<file path="src/rtl/sprite_reg_writer.sv">
// Sprite register bank write controller: buffers update commands in a FIFO,
// range-checks and packs them, and writes only while the bank is free (compare high).
module sprite_reg_writer #(
    parameter int SIZE_REG   = 32,
    parameter int ADDR_W     = 5,
    parameter int FIFO_DEPTH = 4,
    parameter int X_MAX      = 639,
    parameter int Y_MAX      = 479
) (
    input  logic                clk,
    input  logic                reset_n,
    input  logic                cmd_valid,
    output logic                cmd_ready,
    input  logic [ADDR_W-1:0]   cmd_addr,
    input  logic [9:0]          cmd_x,
    input  logic [9:0]          cmd_y,
    input  logic [8:0]          cmd_offset,
    input  logic                cmd_enable,
    input  logic                compare,
    output logic                wr_en,
    output logic [ADDR_W-1:0]   wr_addr,
    output logic [SIZE_REG-1:0] wr_data,
    output logic                err_pulse,
    output logic [7:0]          err_count,
    output logic                busy
);

    localparam int         PTR_W = (FIFO_DEPTH > 1) ? $clog2(FIFO_DEPTH) : 1;
    localparam int         ENT_W = ADDR_W + SIZE_REG;
    localparam logic [9:0] X_LIM = 10'(X_MAX);
    localparam logic [9:0] Y_LIM = 10'(Y_MAX);

    typedef enum logic [1:0] {
        IDLE,
        LOAD,
        ARMED
    } state_t;

    state_t              state;
    logic [ENT_W-1:0]    fifo_mem [FIFO_DEPTH];
    logic [PTR_W-1:0]    rd_ptr;
    logic [PTR_W-1:0]    wr_ptr;
    logic [PTR_W:0]      count;
    logic                push;
    logic                pop;
    logic [SIZE_REG-1:0] rec_in;
    logic [ADDR_W-1:0]   hold_addr;
    logic [SIZE_REG-1:0] hold_data;
    logic                out_of_range;

    assign cmd_ready = (count != (PTR_W+1)'(FIFO_DEPTH));
    assign push      = cmd_valid & cmd_ready;
    assign pop       = (state == IDLE) && (count != '0);
    assign rec_in    = SIZE_REG'({2'b00, cmd_enable, cmd_x, cmd_y, cmd_offset});

    always_ff @(posedge clk) begin
        if (push) begin
            fifo_mem[wr_ptr] <= {cmd_addr, rec_in};
        end
    end

    always_ff @(posedge clk or negedge reset_n) begin
        if (!reset_n) begin
            wr_ptr <= '0;
            rd_ptr <= '0;
            count  <= '0;
        end else begin
            if (push) begin
                wr_ptr <= (wr_ptr == PTR_W'(FIFO_DEPTH - 1)) ? '0 : wr_ptr + 1'b1;
            end
            if (pop) begin
                rd_ptr <= (rd_ptr == PTR_W'(FIFO_DEPTH - 1)) ? '0 : rd_ptr + 1'b1;
            end
            case ({push, pop})
                2'b10:   count <= count + 1'b1;
                2'b01:   count <= count - 1'b1;
                default: count <= count;
            endcase
        end
    end

    // Disable commands carry no meaningful position, so only enabled ones are range-checked.
    assign out_of_range = hold_data[29] &&
                          ((hold_data[28:19] > X_LIM) || (hold_data[18:9] > Y_LIM));

    always_ff @(posedge clk or negedge reset_n) begin
        if (!reset_n) begin
            state     <= IDLE;
            hold_addr <= '0;
            hold_data <= '0;
            err_pulse <= 1'b0;
            err_count <= '0;
        end else begin
            err_pulse <= 1'b0;
            case (state)
                IDLE: begin
                    if (count != '0) begin
                        {hold_addr, hold_data} <= fifo_mem[rd_ptr];
                        state <= LOAD;
                    end
                end
                LOAD: begin
                    if (out_of_range) begin
                        err_pulse <= 1'b1;
                        if (err_count != 8'hFF) begin
                            err_count <= err_count + 1'b1;
                        end
                        state <= IDLE;
                    end else begin
                        state <= ARMED;
                    end
                end
                ARMED: begin
                    if (compare) begin
                        state <= IDLE;
                    end
                end
                default: state <= IDLE;
            endcase
        end
    end

    // Strobe follows compare directly so the write lands in the first free cycle.
    assign wr_en   = (state == ARMED) & compare;
    assign wr_addr = hold_addr;
    assign wr_data = hold_data;
    assign busy    = (count != '0) || (state != IDLE);

endmodule
</file>
<file path="config.mk">
export PLATFORM = sky130hd
export DESIGN_NAME = sprite_reg_writer
export DESIGN_NICKNAME = d
export VERILOG_FILES = /design/src/rtl/sprite_reg_writer.sv
export SDC_FILE = /design/constraint.sdc
export NUM_CORES = 1
export LEC_CHECK = 0
export ABC_AREA = 1
export BUFFER_PORTS_ARGS = -buffer_cell sky130_fd_sc_hd__buf_2
export CAP_MARGIN = 40
export CORE_MARGIN = 2
export CORE_UTILIZATION = 60
export CTS_BUF_LIST = sky130_fd_sc_hd__clkbuf_8
export DETAILED_ROUTE_END_ITERATION = 16
export PLACE_DENSITY = 0.82
export SLEW_MARGIN = 20
export SYNTH_ARGS = -nofsm -noshare
export SYNTH_HDL_FRONTEND = slang
export SYNTH_SLANG_ARGS = --single-unit
export TNS_END_PERCENT = 10
</file>
<file path="constraint.sdc">
create_clock -name clk -period 3.21 [get_ports clk]
set_clock_uncertainty 0.2 [all_clocks]
set_input_delay 0.642 -clock clk [delete_from_list [all_inputs] [get_ports clk]]
set_output_delay 0.642 -clock clk [all_outputs]
set_load 0.005 [all_outputs]
</file>
; After elaboration in Yosys (flattened, before gate mapping)
; Memories as Yosys holds them, arrays and structs flattened. A register that Yosys moved wholly into a read port is not among the register bits.
; Index checks and enable logic that the tools add are counted.
[word_totals]
ff_bits = 50
ramBits = 140
inputBits = 39
out_inout_bits = 49
wordCells = 50
memories = 1
[memory_table]
columns = name, words, width, read_ports, rd_ports_with_merged_regs, wr, line
row1 = fifo_mem, 4, 35, 1, 1, 1, 40  ; logic [ENT_W-1:0] fifo_mem [FIFO_DEPTH];
[op_classes]
addsub = 5
magnitude_cmp = 2
n_eq_ne = 10
mux = 11
bitwise_logic = 2
reduce_logical = 12
[ops]
columns = op, count
row1 = $gt 10x10->1 const B, 1
row2 = $gt 10x9->1 const B, 1
row3 = $mux 2, 5
row4 = $add 8x1->8 const B, 1
row5 = $eq 2x2->1 const B, 4
row6 = $ne 8x8->1 const B, 1
row7 = $pmux 2 s3, 1
row8 = $pmux 3 s2, 1
row9 = $add 2x1->2 const B, 2
row10 = $eq 2x1->1 const B, 2
row11 = $mux 1, 4
row12 = $reduce_and 2->1, 2
row13 = $reduce_bool 2->1, 2
row14 = $add 3x1->3 const B, 1
row15 = $ne 3x3->1 const B, 1
row16 = $reduce_and 3->1, 1
row17 = $reduce_bool 3->1, 1
row18 = $sub 3x1->3 const B, 1
row19 = $and 1x1->1, 2
row20 = $logic_and 1x1->1, 2
row21 = $logic_not 2->1, 1
row22 = $logic_or 1x1->1, 2
row23 = $ne 2x1->1 const B, 1
row24 = $ne 2x2->1 const B, 1
row25 = $logic_not 1->1, 1

; Depth between registers and ports, before layout
; Gate-level depths: netlist (run 1).
[logic_depth]
depth_word = 5
ltp_mapped = 11
mapped_depth_nobuf = 9

; Worst setup path after synthesis (run 1)
; Ideal clock, no wire load.
[synth_path]
kind = input-to-reg
start = in cmd_valid
end = mem fifo_mem[0][0] in the netlist's numbering, enable pin
setup_ns = 0.427
t_arrival_ns = 2.304
t_required_ns = 2.583
path_slack_ns = 0.279
path_stages = 2
n_path_buf = 0
path_cell_list = nand2_1 > nor2_1
[synth_between]
elab_chain_len = 3
[synth_lines]
columns = item, line
row1 = start: declaration, 12  ; input logic cmd_valid,
row2 = $and 1x1->1, 52  ; assign push = cmd_valid & cmd_ready;
row3 = $mux 1, 57  ; if (push) begin
row4 = $mux 1 (not written as such), 58  ; fifo_mem[wr_ptr] <= {cmd_addr, rec_in};
row5 = end: declaration, 40
; Every way passes these cells.

; Worst setup path after layout (run 1)
[layout_path]
start = reg count[1]
end = reg count[2]
[layout_between]
elab_chain_len = 4
word_cells_on_any_way = 10
cone_classes = 2 x add/sub / 3 x eq/ne / 1 x mux / 1 x bitwise / 3 x reduce/logical
[layout_lines]
columns = item, line
row1 = start: declaration, 43  ; logic [PTR_W:0] count;
row2 = start signal: assignment, 75  ; 2'b10: count <= count + 1'b1;
row3 = start signal: assignment, 76  ; 2'b01: count <= count - 1'b1;
row4 = start signal: assignment, 77  ; default: count <= count;
row5 = $ne 3x3->1 / $reduce_bool 3->1 (equally long branches), "51, 53"
row6 = $and 1x1->1 / $logic_and 1x1->1 (equally long branches), "52, 53"
row7 = $eq 2x1->1 / $eq 2x2->1 (equally long branches), 74  ; case ({push, pop})
row8 = $pmux 3 s2 / $reduce_bool 2->1 (equally long branches), -
; Several ways; a longest one is shown, not always the timed one.
; A chain may end at the register's enable or synchronous reset.

==> metrics.txt, run 1 <==
Hold WS=7.829 ps; Ys Warns=0; Mapped Area=roughly 0.0075 sq mm; VDD IR max=approximately 0.00050 V; CTS clk-pin slew, worst paths=roughly 80 ps; cts bufs inserted=17; Slew @ Worst Pin=around 740 ps; Slew headroom=0.5043; Root Buffer Master=clkbuf_8; total grt overflow=0; Non-Filler Instances=around 880; clock latency on the worst-skew pair=between 400 and 500 ps; Total Nets Final=roughly 750; die area=approximately 0.013 sq mm; Detailed Route WL=roughly 15000 microns; ant diodes=0; setup_tns=0 ps; RSZ-0062 raised after global routing=false; Routed Antenna Nets=0; Post-Syn Area per Cell=approximately 12 sq um; die width=115.8 microns; post-cts resize count=0; core footprint=0.01211 sq mm; CTS tree=yes; initial antenna violation count=1; Crit Path Category=register to register; sequential area share after synthesis=0.7373; placed cells=851; reg-to-reg startpoint=count[1]; final hold violation count=0; Clock Tree Buf Depth=2; Crit path arrival time=roughly 2700 ps; GPL Wtd Cong=about 0.83; all-layer global routing usage=0.2312; first-pass GRT wire length=~23000 microns; Worst setup EP type=register; min-delay worst type=primary input to async pin; Final Setup Violations=0; Yosys cell types=28; Cells after Synth=around 620; via/cell ratio=between 5 and 6; Worst Setup Start Kind=register; #FFs+latches synth=between 150 and 200; largest net degree at the start of global routing=between 70 and 80; H-tree Lvls=4; Top Ports=88; Leak Pwr=roughly 3.3 nW; crit share post-route=0.7928; status=complete, no violations; min Tclk post-route=2545 ps; Max Slew Vio Count=0; Remaining DRCs=0; hpwl dp=between 9000 and 10000 microns; Layout Area Growth over Synthesis=12.94%; required time worst endpoint=approximately 3400 ps; initial DRC count=between 300 and 400; Fillers=approximately 800; vias in the first global route=4848; worst-path fanout max=9; Critical path origin=count[1]; Max Clk Rate=~390 MHz; Via Count=~4800; post-cts hold buffer count=0; Row Count=40; DIE HEIGHT=roughly 120 microns; starting utilization of the core area=0.6193; Max-Cap Viols=0; total power=between 7 and 8 mW; share of layout cells above drive strength 1=0.1837; Pre-Repair DR Iteration Count=5; # port buffers=85; post-CTS setup buffers=0; Power Dens Cells=approximately 910 mW/mm^2; Sinks on Clock Net=between 150 and 200; Routed WL per cell=between 15 and 20 microns
==> per-stage QoR <==
step           cell area [sq um]  utilization  setup slack, ps
2_1_floorplan               7505            -            279.2
3_3_place_gp                8102       0.6689            696.2
3_5_place_dp                8129       0.6712            661.5
4_1_cts                     8472       0.6995            660.3
5_1_grt                     8472       0.6995            450.6
6_report                    8472       0.6995            665.1
==> worst max-delay path: stages, from the launching register on <==
cell and delay (ps):
dfrtp_1 420, nor2_2 230, nand2_1 90, nand2_1 410, ha_1 230, inv_1 70
fa_1 380, a21oi_1 140, o21ai_0 110, xor2_1 150
==> final timing paths <==
path | to | slack, ps | cells after the start
max | count[2] | 670 | 9
min | wr_ptr[1] | 8 | 1
min in group clk | state[1] | 160 | 2
max reg2reg | count[2] | 670 | 9
min reg2reg | state[1] | 270 | 1
max in group asynchronous | err_count[5] | 2030 | 3
==> cell type report <==
cell class	count	area (sq um)	area share
sequential	193	5532	0.6529
multi-input combinational	370	1762	0.2079
timing repair buffer	98	543.0	0.06410
clock buffer	17	234.0	0.02762
tap	168	210.2	0.02481
clock inverter	13	108.9	0.01285
inverter	22	82.58	0.009747
==> report_power, final <==
group	total (mW)	switching (mW)	internal, mW
Clock	1.42	0.759	0.658
Sequential	3.67	0.278	3.39
Combinational	2.66	1.76	0.902
==> cell usage after synthesis, drive strengths merged <==
master / n / area share
a21oi: 6 / 0.0045
xor2: 6 / 0.0070
a31oi: 34 / 0.028
nor2: 184 / 0.093
clkbuf: 9 / 0.0047
conb: 1 / 0.00050
xnor2: 2 / 0.0023
nand3: 3 / 0.0020
nor3: 1 / 0.00067
inv: 22 / 0.011
and3: 1 / 0.00083
o21ai: 76 / 0.051
o22ai: 1 / 0.00083
o31ai: 1 / 0.0010
nand4: 3 / 0.0025
nand2: 42 / 0.021
buf: 23 / 0.018
edfxtp: 140 / 0.56
fa: 1 / 0.0027
ha: 7 / 0.012
dfrtp: 53 / 0.18
==> logic make-up after synthesis <==
kind of cell,Yosys count,share of synthesized area
simple gates,234,0.1198
buf+inv,54,0.03336
fa+ha+maj,8,0.01434
flops,193,0.7373
xor+xnor,8,0.009341
compound gates,118,0.08541
other cells,1,0.0004999
==> routing by layer <==
| metal | vias to the layer above | GRT usage | share of wire |
|---|---|---|---|
| met5 | - | 0 | 0.00089 |
| met4 | 2 | 0.09762 | 0.017 |
| met3 | 24 | 0.06642 | 0.078 |
| met2 | 212 | 0.3813 | 0.50 |
| met1 | 2317 | 0.2904 | 0.40 |
| li1 | 2294 | - | - |
==> registers in the layout, indices dropped and copies added (netlist names) <==
name and count:
wr_ptr 2, rd_ptr 2, state 2, fifo_mem 140, wr_data 30, count 3
err_count 8, err_pulse 1, wr_addr 5
==> layout by cell type (no fill, tap or decap), drive strengths merged <==
master	n
clkbuf	17
fa	1
o31ai	1
edfxtp	140
xor2	6
nor2	184
bufinv	2
clkinvlp	1
clkinv	7
o22ai	1
inv	25
a31oi	34
o21ai	76
xnor2	2
nand2	42
dfrtp	53
and3	1
buf	98
a21oi	6
conb	2
nand3	3
nand4	3
nor3	1
ha	7
(Power assumes the default switching activity.)
==> run 2, diff against run 1 <==
==> constraint.sdc (replaced) <==
create_clock -name clk -period 2.6 [get_ports clk]
set_clock_uncertainty 0.2 [all_clocks]
set_input_delay 0.52 -clock clk [delete_from_list [all_inputs] [get_ports clk]]
set_output_delay 0.52 -clock clk [all_outputs]
set_load 0.005 [all_outputs]
==> metrics.txt, run 2 (same netlist as run 1, synthesis figures left out) <==
status=complete, no violations; worst-path fanout max=4; all-layer global routing usage=0.2284; Top Ports=88; first-pass GRT wire length=approximately 23000 microns; reg-to-reg startpoint=count[1]; setup_tns=0 ps; post-cts resize count=0; Slew headroom=0.4731; hpwl dp=about 8500 microns; GPL Wtd Cong=around 0.77; share of layout cells above drive strength 1=0.1905; Detailed Route WL=14280 microns; starting utilization of the core area=0.6193; Critical Path Max Stage Delay=roughly 400 ps; initial antenna violation count=1; Power Dens Cells=1146 mW/mm^2; Routed WL per cell=about 16 microns; Final Setup Violations=0; min Tclk post-route=~2200 ps; clock latency on the worst-skew pair=between 400 and 500 ps; largest net degree at the start of global routing=between 70 and 80; post-layout util=0.7075; H-tree Lvls=4; Biggest register=fifo_mem; final hold violation count=0; die width=between 100 and 150 microns; CTS tree=yes; Crit-path slowest cell=dfrtp_1; placed cells=between 800 and 900; commonest cells after routing, fill and taps aside=178 x nor2_1, 140 x edfxtp_1, 85 x buf_2, 64 x o21ai_0, 52 x dfrtp_1; worst setup margin=about 450 ps; Root Buffer Master=clkbuf_8; cts bufs inserted=17; Via Count=4791; Leak Pwr=3.313 nW; DIE HEIGHT=around 120 microns; min-delay worst type=primary input to register; RSZ-0062 raised after global routing=false; Worst setup EP type=register; Row Count=40; CTS clk-pin slew, worst paths=90 ps; Largest register FFs=140; Crit path arrival time=about 2300 ps; Critical path origin=count[1]; Hold Startpoint=compare; initial DRC count=around 340; Slew @ Worst Pin=just under 800 ps; Max Slew Vio Count=0; Non-Filler Instances=883; crit share post-route=0.8281; Remaining DRCs=0; Clock Tree Buf Depth=2; commonest non-fill, non-tap cell in the layout=nor2_1; Pre-Repair DR Iteration Count=5; crit path cell chain=nor2_2, nand2_1, nand2_1, ha_1, inv_1, fa_1, a21oi_1, o21ai_0, xor2_1; total grt overflow=0; CP Buf/Inv Count=1; Worst Setup Start Kind=register; die area=0.01341 sq mm; Crit path top cell by count=nand2_1; post-CTS setup buffers=0; Max-Cap Viols=0; Routed Antenna Nets=0; DP Worst Slack=roughly 460 ps; VDD IR max=~0.00072 V; vias in the first global route=between 4000 and 5000; # port buffers=85; required time worst endpoint=around 2800 ps; Max Clk Rate=around 460 MHz; Sinks on Clock Net=slightly below 200; delay-heaviest family, CP=adder cells; Total Nets Final=748; Layout Area Growth over Synthesis=14.25%; via/cell ratio=between 5 and 6; Fillers=822; Crit Path Category=register to register; core footprint=0.01211 sq mm
run 2: area by class of cell:
cell class | instances | area, sq um | area share
Tap cell | 168 | 210.2 | 0.02453
Timing Repair Buffer | 97 | 580.6 | 0.06775
Multi-Input combinational cell | 370 | 1762 | 0.2056
Sequential cell | 193 | 5532 | 0.6455
Inverter | 22 | 82.58 | 0.009636
Antenna cell | 1 | 2.502 | 0.0002920
Clock buffer | 17 | 234.0 | 0.02730
Clock inverter | 15 | 166.4 | 0.01942
run 2: what timing repair did:
item / 4_1_cts / 5_1_grt
hold endpoints to repair: 20 / 0
endpoints found under the setup margin: 0 / 0
hold buffers: 1 / 0
run 2: final timing paths:
check / to / slack (ps) / cells past startpoint
worst min register to register: state[1] / 290 / 1
worst max register to register: count[2] / 450 / 9
min in group asynchronous: count[2] / 380 / 2
max in group asynchronous: rd_ptr[0] / 1210 / 3
worst min-delay path: state[1] / 70 / 2
worst max-delay path: count[2] / 450 / 9
run 2: per-layer routing:
metal | global-route usage | up-vias | part of all wire
li1 | - | 2295 | -
met1 | 0.2859 | 2323 | 0.42
met4 | 0.09365 | 0 | 0.018
met3 | 0.05962 | 22 | 0.061
met2 | 0.3840 | 151 | 0.50
met5 | 0 | - | 0
run 2: metrics by stage:
stage	hold WS, ps	area, sq um	total power [mW]
finish	65.17	8569	9.818
global route	47.36	8569	10.50
CTS	37.19	8567	9.877
detailed placement	268.6	8157	7.952
global placement	243.1	8157	7.744
floorplan	24.41	7505	6.802
run 2: power breakdown:
group	internal (mW)	leakage, nW	switching, mW	total, mW
sequential	4.18	1.90	0.359	4.54
combinational	1.16	1.22	2.18	3.33
clock	0.942	0.197	0.998	1.94
